--- config.mk ---
export PLATFORM = sky130hd
export DESIGN_NAME = multicycle_controller
export DESIGN_NICKNAME = d
export VERILOG_FILES = /design/src/rtl/multicycle_controller.sv
export SDC_FILE = /design/constraint.sdc
export NUM_CORES = 1
export LEC_CHECK = 0
export ABC_AREA = 1
export ABC_CLOCK_PERIOD_IN_PS = 2100
export BUFFER_PORTS_ARGS = -buffer_cell sky130_fd_sc_hd__buf_4
export CAP_MARGIN = 25
export CELL_PAD_IN_SITES_DETAIL_PLACEMENT = 0
export CELL_PAD_IN_SITES_GLOBAL_PLACEMENT = 1
export CORE_ASPECT_RATIO = 0.75
export CORE_UTILIZATION = 29
export CTS_BUF_LIST = sky130_fd_sc_hd__clkbuf_8
export DETAILED_ROUTE_END_ITERATION = 16
export GPL_TIMING_DRIVEN = 0
export PLACE_DENSITY = 0.82
export SETUP_SLACK_MARGIN = 0.3
export SYNTH_ARGS = -nofsm -noshare
export SYNTH_HDL_FRONTEND = slang
export SYNTH_SLANG_ARGS = --single-unit
--- constraint.sdc ---
create_clock -name clk -period 2.1 [get_ports clk]
set_input_delay 0.315 -clock clk [delete_from_list [all_inputs] [get_ports clk]]
set_output_delay 0.315 -clock clk [all_outputs]
set_load 0.05 [all_outputs]
--- src/rtl/multicycle_controller.sv ---
// Multicycle CPU control FSM: sequences fetch, decode and the per-class
// execute/memory/writeback steps, and drives the datapath selects and strobes.
//
//   state    | meaning
//   ---------+-----------------------------------------------------------
//   FETCH    | read instruction at PC; latch IR and advance PC on ready
//   DECODE   | register read; ALU computes PC-relative target
//   MEMADR   | ALU forms load/store effective address
//   MEMREAD  | load data access, wait for memory
//   MEMWB    | write load data into the register file
//   MEMWRITE | store data access, mem_write held until memory accepts
//   EXECUTER | register-register ALU operation
//   ALUWB    | write ALU result into the register file
//   EXECUTEI | register-immediate ALU operation
//   JAL      | jump: PC takes target, link address prepared
//   BEQ      | compare and conditionally branch
//   TRAP     | unsupported opcode, single-cycle illegal pulse
module multicycle_controller #(
    parameter int unsigned SUPPORT_ITYPE = 1,
    parameter int unsigned SUPPORT_JAL   = 1,
    parameter int unsigned MEM_WAIT      = 1
) (
    input  logic       clk,
    input  logic       rst_n,
    input  logic [6:0] op,
    input  logic       mem_ready,
    output logic       pc_update,
    output logic       branch,
    output logic       ir_write,
    output logic       reg_write,
    output logic       mem_write,
    output logic       adr_src,
    output logic       illegal,
    output logic [1:0] alu_src_a,
    output logic [1:0] alu_src_b,
    output logic [1:0] result_src,
    output logic [1:0] alu_op,
    output logic [1:0] imm_src,
    output logic [3:0] state_dbg
);

    localparam logic [6:0] OP_LOAD  = 7'b0000011;
    localparam logic [6:0] OP_STORE = 7'b0100011;
    localparam logic [6:0] OP_RTYPE = 7'b0110011;
    localparam logic [6:0] OP_ITYPE = 7'b0010011;
    localparam logic [6:0] OP_JAL   = 7'b1101111;
    localparam logic [6:0] OP_BEQ   = 7'b1100011;

    typedef enum logic [3:0] {
        S_FETCH    = 4'd0,
        S_DECODE   = 4'd1,
        S_MEMADR   = 4'd2,
        S_MEMREAD  = 4'd3,
        S_MEMWB    = 4'd4,
        S_MEMWRITE = 4'd5,
        S_EXECUTER = 4'd6,
        S_ALUWB    = 4'd7,
        S_EXECUTEI = 4'd8,
        S_JAL      = 4'd9,
        S_BEQ      = 4'd10,
        S_TRAP     = 4'd11
    } state_t;

    state_t state;
    state_t state_next;
    logic   ready;

    // Without a wait-capable memory every access completes in one cycle.
    assign ready     = (MEM_WAIT != 0) ? mem_ready : 1'b1;
    assign state_dbg = state;

    // State register; reset returns to FETCH from anywhere, even mid-access.
    always_ff @(posedge clk or negedge rst_n) begin
        if (!rst_n) begin
            state <= S_FETCH;
        end else begin
            state <= state_next;
        end
    end

    // Next-state and Moore outputs.
    always_comb begin
        state_next = state;
        pc_update  = 1'b0;
        branch     = 1'b0;
        ir_write   = 1'b0;
        reg_write  = 1'b0;
        mem_write  = 1'b0;
        adr_src    = 1'b0;
        illegal    = 1'b0;
        alu_src_a  = 2'b00;
        alu_src_b  = 2'b00;
        result_src = 2'b00;
        alu_op     = 2'b00;
        case (state)
            S_FETCH: begin
                alu_src_b  = 2'b10;
                result_src = 2'b10;
                // Reset is the only way to be in FETCH while rst_n is low, so
                // gating the fetch strobes here keeps every strobe quiet in reset.
                ir_write   = ready & rst_n;
                pc_update  = ready & rst_n;
                if (ready) begin
                    state_next = S_DECODE;
                end
            end
            S_DECODE: begin
                alu_src_a = 2'b01;
                alu_src_b = 2'b01;
                case (op)
                    OP_LOAD, OP_STORE: state_next = S_MEMADR;
                    OP_RTYPE:          state_next = S_EXECUTER;
                    OP_ITYPE:          state_next = (SUPPORT_ITYPE != 0) ? S_EXECUTEI : S_TRAP;
                    OP_JAL:            state_next = (SUPPORT_JAL != 0) ? S_JAL : S_TRAP;
                    OP_BEQ:            state_next = S_BEQ;
                    default:           state_next = S_TRAP;
                endcase
            end
            S_MEMADR: begin
                alu_src_a  = 2'b10;
                alu_src_b  = 2'b01;
                state_next = (op == OP_LOAD) ? S_MEMREAD : S_MEMWRITE;
            end
            S_MEMREAD: begin
                adr_src = 1'b1;
                if (ready) begin
                    state_next = S_MEMWB;
                end
            end
            S_MEMWB: begin
                result_src = 2'b01;
                reg_write  = 1'b1;
                state_next = S_FETCH;
            end
            S_MEMWRITE: begin
                adr_src   = 1'b1;
                mem_write = 1'b1;
                if (ready) begin
                    state_next = S_FETCH;
                end
            end
            S_EXECUTER: begin
                alu_src_a  = 2'b10;
                alu_op     = 2'b10;
                state_next = S_ALUWB;
            end
            S_EXECUTEI: begin
                alu_src_a  = 2'b10;
                alu_src_b  = 2'b01;
                alu_op     = 2'b10;
                state_next = S_ALUWB;
            end
            S_ALUWB: begin
                reg_write  = 1'b1;
                state_next = S_FETCH;
            end
            S_JAL: begin
                alu_src_a  = 2'b01;
                alu_src_b  = 2'b10;
                pc_update  = 1'b1;
                state_next = S_ALUWB;
            end
            S_BEQ: begin
                alu_src_a  = 2'b10;
                alu_op     = 2'b01;
                branch     = 1'b1;
                state_next = S_FETCH;
            end
            S_TRAP: begin
                illegal    = 1'b1;
                state_next = S_FETCH;
            end
            default: begin
                state_next = S_FETCH;
            end
        endcase
    end

    // Immediate format follows the opcode directly, independent of state.
    always_comb begin
        imm_src = 2'b00;
        case (op)
            OP_STORE: imm_src = 2'b01;
            OP_BEQ:   imm_src = 2'b10;
            OP_JAL:   imm_src = 2'b11;
            default:  imm_src = 2'b00;
        endcase
    end

endmodule

==> results.md <==
Status:
- The run finished with clean final reports.

Timing:
- Setup repair after global routing left no endpoint under its margin.
- On the final layout, the worst clock skew is 0.001831 ns.
- The final critical path takes up 81.97% of the cycle.
- At the pin with the least slew margin, the transition time is 0.2465 ns.
- The worst pin sits at a relative slew slack of 83.44%.
- The total count of max-transition violations in the final report is 0.
- The highest clock rate is 0.5809 GHz.
- The setup-violating endpoint count in the final report is 0.
- The hold violation total from the final report is 0.
- The total negative slack is 0 ns.
- The minimum period implied by the final worst setup slack is 1.721 ns.

Clock network:
- The number of levels the H-tree was split into is 1.
- The insertion delay to the later sink of the worst-skew pair is 0.21 ns.
- The root cell of the clock tree is sky130_fd_sc_hd__clkbuf_8.
- The number of buffers inserted to repair setup after CTS is 0.
- TritonCTS built the clock tree.
- The maximum count of clock buffers along a single path is 2.
- The number of sinks on the clock net is 4.
- The clock-pin slew on the worst setup and hold paths is 0.03 ns.
- In this run, CTS created clock tree buffers numbering 3.

Route:
- The total length of routed wires is 1376 um.
- The remaining antenna violation count after routing is 0.
- For this block, the initial DRC count from the detailed router was 25.
- The total via count in the routed design is 657.
- In the routed layout, each cell is associated on average with a via count of 4.439.
- For this run, design rule violations remaining after detail routing come to 0.
- The first TritonRoute pass finished after 4 iterations.
- Dividing the detail-routed wire length by the instance count gives 9.297 um.

Global route:
- The global route total overflow is 0.
- The busiest layer in global routing is met2.
- The maximum number of pins on one net before global-route repair is 9.
- The initial antenna violation count is 0.
- In the global route stage, met2 resource usage came out at 26.33%.
- Global routing used 15.88% of the available tracks across all layers.
- Global routing consumed, on the met3 layer, 1.587% of the routing resources.
- The number of global-route vias before repair is 561.
- Global routing used 22.14% of the available met1 tracks.
- The global-route wire length before repair is 2311 um.

Setup path:
- For this run, the slowest stage of the critical path takes 0.54 ns.
- The maximum net fanout on the critical path is 5.
- The type of the worst setup path is in -> out.
- The endpoint identified for the worst register-to-register timing path is state_dbg[0].
- The nature of the critical path endpoint is an output port.
- The critical path's top delay family is buffers and inverters.
- The number of cell instances on the worst register-to-register path is 8.
- The setup slack of the most critical reg-to-reg path is 0.86 ns.
- The worst register-to-register path begins at state_dbg[0].
- The critical path contains buffers and inverters numbering 3 combined.
- STA classifies the critical path startpoint as a primary input.
- The standard cell with the maximum stage delay on the critical path is sky130_fd_sc_hd__dlygate4sd3_1.
- The signal on the critical path passes through dlygate4sd3_1 -> buf_4 -> nand2_1 -> o21ai_2 -> buf_6.
- The data arrival time of the worst path is 1.41 ns.
- Data on the critical path is required at its endpoint by 1.78 ns.

Min path:
- The class of the tightest hold or removal check is in -> reg.
- The worst hold path begins at mem_ready.
- Counting instances, the worst hold path has a depth of 4.
- The hold-critical path endpoint is state_dbg[2].

Job:
- The number of max-capacitance violations reported is 0.

Synthesis:
- The synthesized area per cell is 5.476 um2.
- The sequential share of the synthesized area is 19.66%.
- The most common cell in the synthesized netlist is sky130_fd_sc_hd__nand2_1.
- The number of storage elements in the synthesis netlist is 4.
- The number of nets produced by synthesis is 103.
- The cell count after synthesis came out at 93.
- The commonest cells after synthesis are sky130_fd_sc_hd__nand2_1 (30), sky130_fd_sc_hd__inv_1 (15), sky130_fd_sc_hd__nor2_1 (14).
- Yosys attributes the largest share of cell area to sky130_fd_sc_hd__nand2_1 (22%), sky130_fd_sc_hd__dfrtp_1 (20%), sky130_fd_sc_hd__inv_1 (11%).
- The number of different library cells used by synthesis comes to 17.
- Counting flops with a built-in enable in the synthesized netlist gives 0.
- The share of synthesized area in the top cell type comes to 22.11%.
- After synthesis, the share of flip-flops with an asynchronous set or reset is 100.0%.
- The cell area that synthesis handed to floorplanning was 509.2 um2.
- The largest total area in the synthesized netlist belongs to sky130_fd_sc_hd__nand2_1.
- For this run, the number of Yosys warnings is 0.
- The main flop type after synthesis is sky130_fd_sc_hd__dfrtp_1.

Floorplanning:
- The initial core utilization is 32.61%.
- 31 I/O pins were placed.
- The placeable core region is 1562 um2.
- The floorplan has 12 rows.
- The die is 38.29 um tall.
- The total die area is 1929 um2.
- The width of the die is 50.39 um.

Placed design:
- Input and output buffers added on the ports amount to 30.
- The placer's final routability congestion estimate is 0.7923.
- After legalization and detailed placement, the total HPWL measured 1149 um.

Pwr:
- The net switching power of the design is 0.9828 mW.
- The worst-case IR drop observed on VDD is 0.0009031 V.
- Per report_power, the clock group accounts for 9.8% of the total.
- After layout, the design draws a total of 1.585 mW.
- For this design the static power due to leakage is 0.4970 nW.
- For this design the ratio of total power to cell area is 1863 nW/um2.
- Net switching is 62.02% of the power.
- Sequential cells account for 12.2% of the total power.
- The internal cell power is 0.6019 mW.
- The power share of the combinational group is 78.0%.

Finish:
- The count of fill cells added during filler insertion is 160.
- At the end of the flow, the number of nets in the layout was 139.
- 0 antenna diodes ended up in the layout.
- Compared with the post-synthesis result, the final layout area differs by 67.08%.
- The number of flip-flops under the largest register name is 4.
- Of the cells placed in the final design, the portion with a size suffix greater than 1 is 46.46%.
## cells by family (layout without fill, tap and decap cells)
logic type / Yosys count / count (layout) / synth area share (%)
buffers and inverters: 18 / 52 / 14.01
DFF: 4 / 4 / 19.66
AOI/OAI and AO/OA: 8 / 8 / 8.843
and+or+nand+nor: 63 / 63 / 57.50
## routing by layer
metal / part of all wire [%] / vias up / wire length, um
li1: - / 359 / -
met1: 52 / 280 / 718
met2: 43 / 18 / 594
met3: 4.5 / 0 / 62
met4: 0 / 0 / 0
met5: 0 / - / 0
## per-stage QoR
| step | hold slack (ns) | utilization [%] | std cells | area [um2] | worst slack [ns] |
|---|---|---|---|---|---|
| finish | 0.3831 | 54.49 | 148 | 850.8 | 0.3785 |
| global route | 0.3880 | 54.49 | 148 | 850.8 | 0.3236 |
| CTS | 0.3842 | 53.53 | 148 | 835.8 | 0.3561 |
| detailed placement | 0.1164 | 50.24 | 144 | 784.5 | 0.5926 |
| global placement | 0.1140 | 50.24 | 144 | 784.5 | 0.5673 |
| floorplan | 0.01941 | - | 93 | 533.0 | 0.1844 |
## power groups by stage
stage | logic [mW] | registers, mW | clock network (mW)
after floorplan | 0.801 | 0.286 | 0
after global placement | 1.23 | 0.186 | 0
after detailed placement | 1.23 | 0.186 | 0
after CTS | 1.23 | 0.185 | 0.161
after global routing | 1.32 | 0.204 | 0.164
final | 1.24 | 0.193 | 0.155
## worst reg2reg max path: stages, from the launching register on
cell and delay, ns:
sky130_fd_sc_hd__dfrtp_2 0.46, sky130_fd_sc_hd__nand2_2 0.13, sky130_fd_sc_hd__inv_1 0.06, sky130_fd_sc_hd__nand2_1 0.14
sky130_fd_sc_hd__nand3_2 0.10, sky130_fd_sc_hd__nor2_2 0.09, sky130_fd_sc_hd__nand2_1 0.05, sky130_fd_sc_hd__nand2_1 0.05
sky130_fd_sc_hd__nand2_1 0.04
## layout make-up
| class | instances | area (um2) | area share, % |
|---|---|---|---|
| Buffer | 1 | 7.507 | 0.8824 |
| Clock buffer | 3 | 41.29 | 4.853 |
| Inverter | 17 | 63.81 | 7.500 |
| Multi-Input combinational cell | 71 | 367.9 | 43.24 |
| Sequential cell | 4 | 105.1 | 12.35 |
| Tap cell | 21 | 26.28 | 3.088 |
| Timing Repair Buffer | 31 | 239.0 | 28.09 |
## layout by cell type (no fill, tap or decap), types with 2 or more instances in the layout
| master | Yosys | layout |
|---|---|---|
| sky130_fd_sc_hd__nand3_2 | 2 | 2 |
| sky130_fd_sc_hd__nor2_4 | 0 | 2 |
| sky130_fd_sc_hd__o21ai_1 | 1 | 2 |
| sky130_fd_sc_hd__inv_1 | 15 | 14 |
| sky130_fd_sc_hd__nor2_1 | 14 | 9 |
| sky130_fd_sc_hd__nand2_1 | 30 | 30 |
| sky130_fd_sc_hd__nor3_1 | 3 | 3 |
| sky130_fd_sc_hd__nor2_2 | 5 | 8 |
| sky130_fd_sc_hd__o211ai_1 | 2 | 2 |
| sky130_fd_sc_hd__dfrtp_2 | 0 | 4 |
| sky130_fd_sc_hd__buf_4 | 1 | 30 |
| sky130_fd_sc_hd__nand2_2 | 3 | 3 |
| sky130_fd_sc_hd__inv_2 | 2 | 3 |
| sky130_fd_sc_hd__nand3_1 | 4 | 4 |
| sky130_fd_sc_hd__clkbuf_8 | 0 | 3 |
## worst max path at each step
stage                       from      endpoint  cells after the start
CTS                 state_dbg[0]  alu_src_a[1]                      4
global placement    state_dbg[0]  alu_src_a[1]                      4
detailed placement  state_dbg[0]  alu_src_a[1]                      4
finish                     rst_n     pc_update                      5
global route        state_dbg[0]  alu_src_a[1]                      4
floorplan           state_dbg[1]  alu_src_a[1]                      4
## repair_timing
action,in CTS,in global routing
hold buffers,1,0
endpoints found under the setup margin,0,3
endpoints found under the hold margin,4,0
gates resized for setup,0,4
No activity file was read; power rests on OpenSTA's default activity.
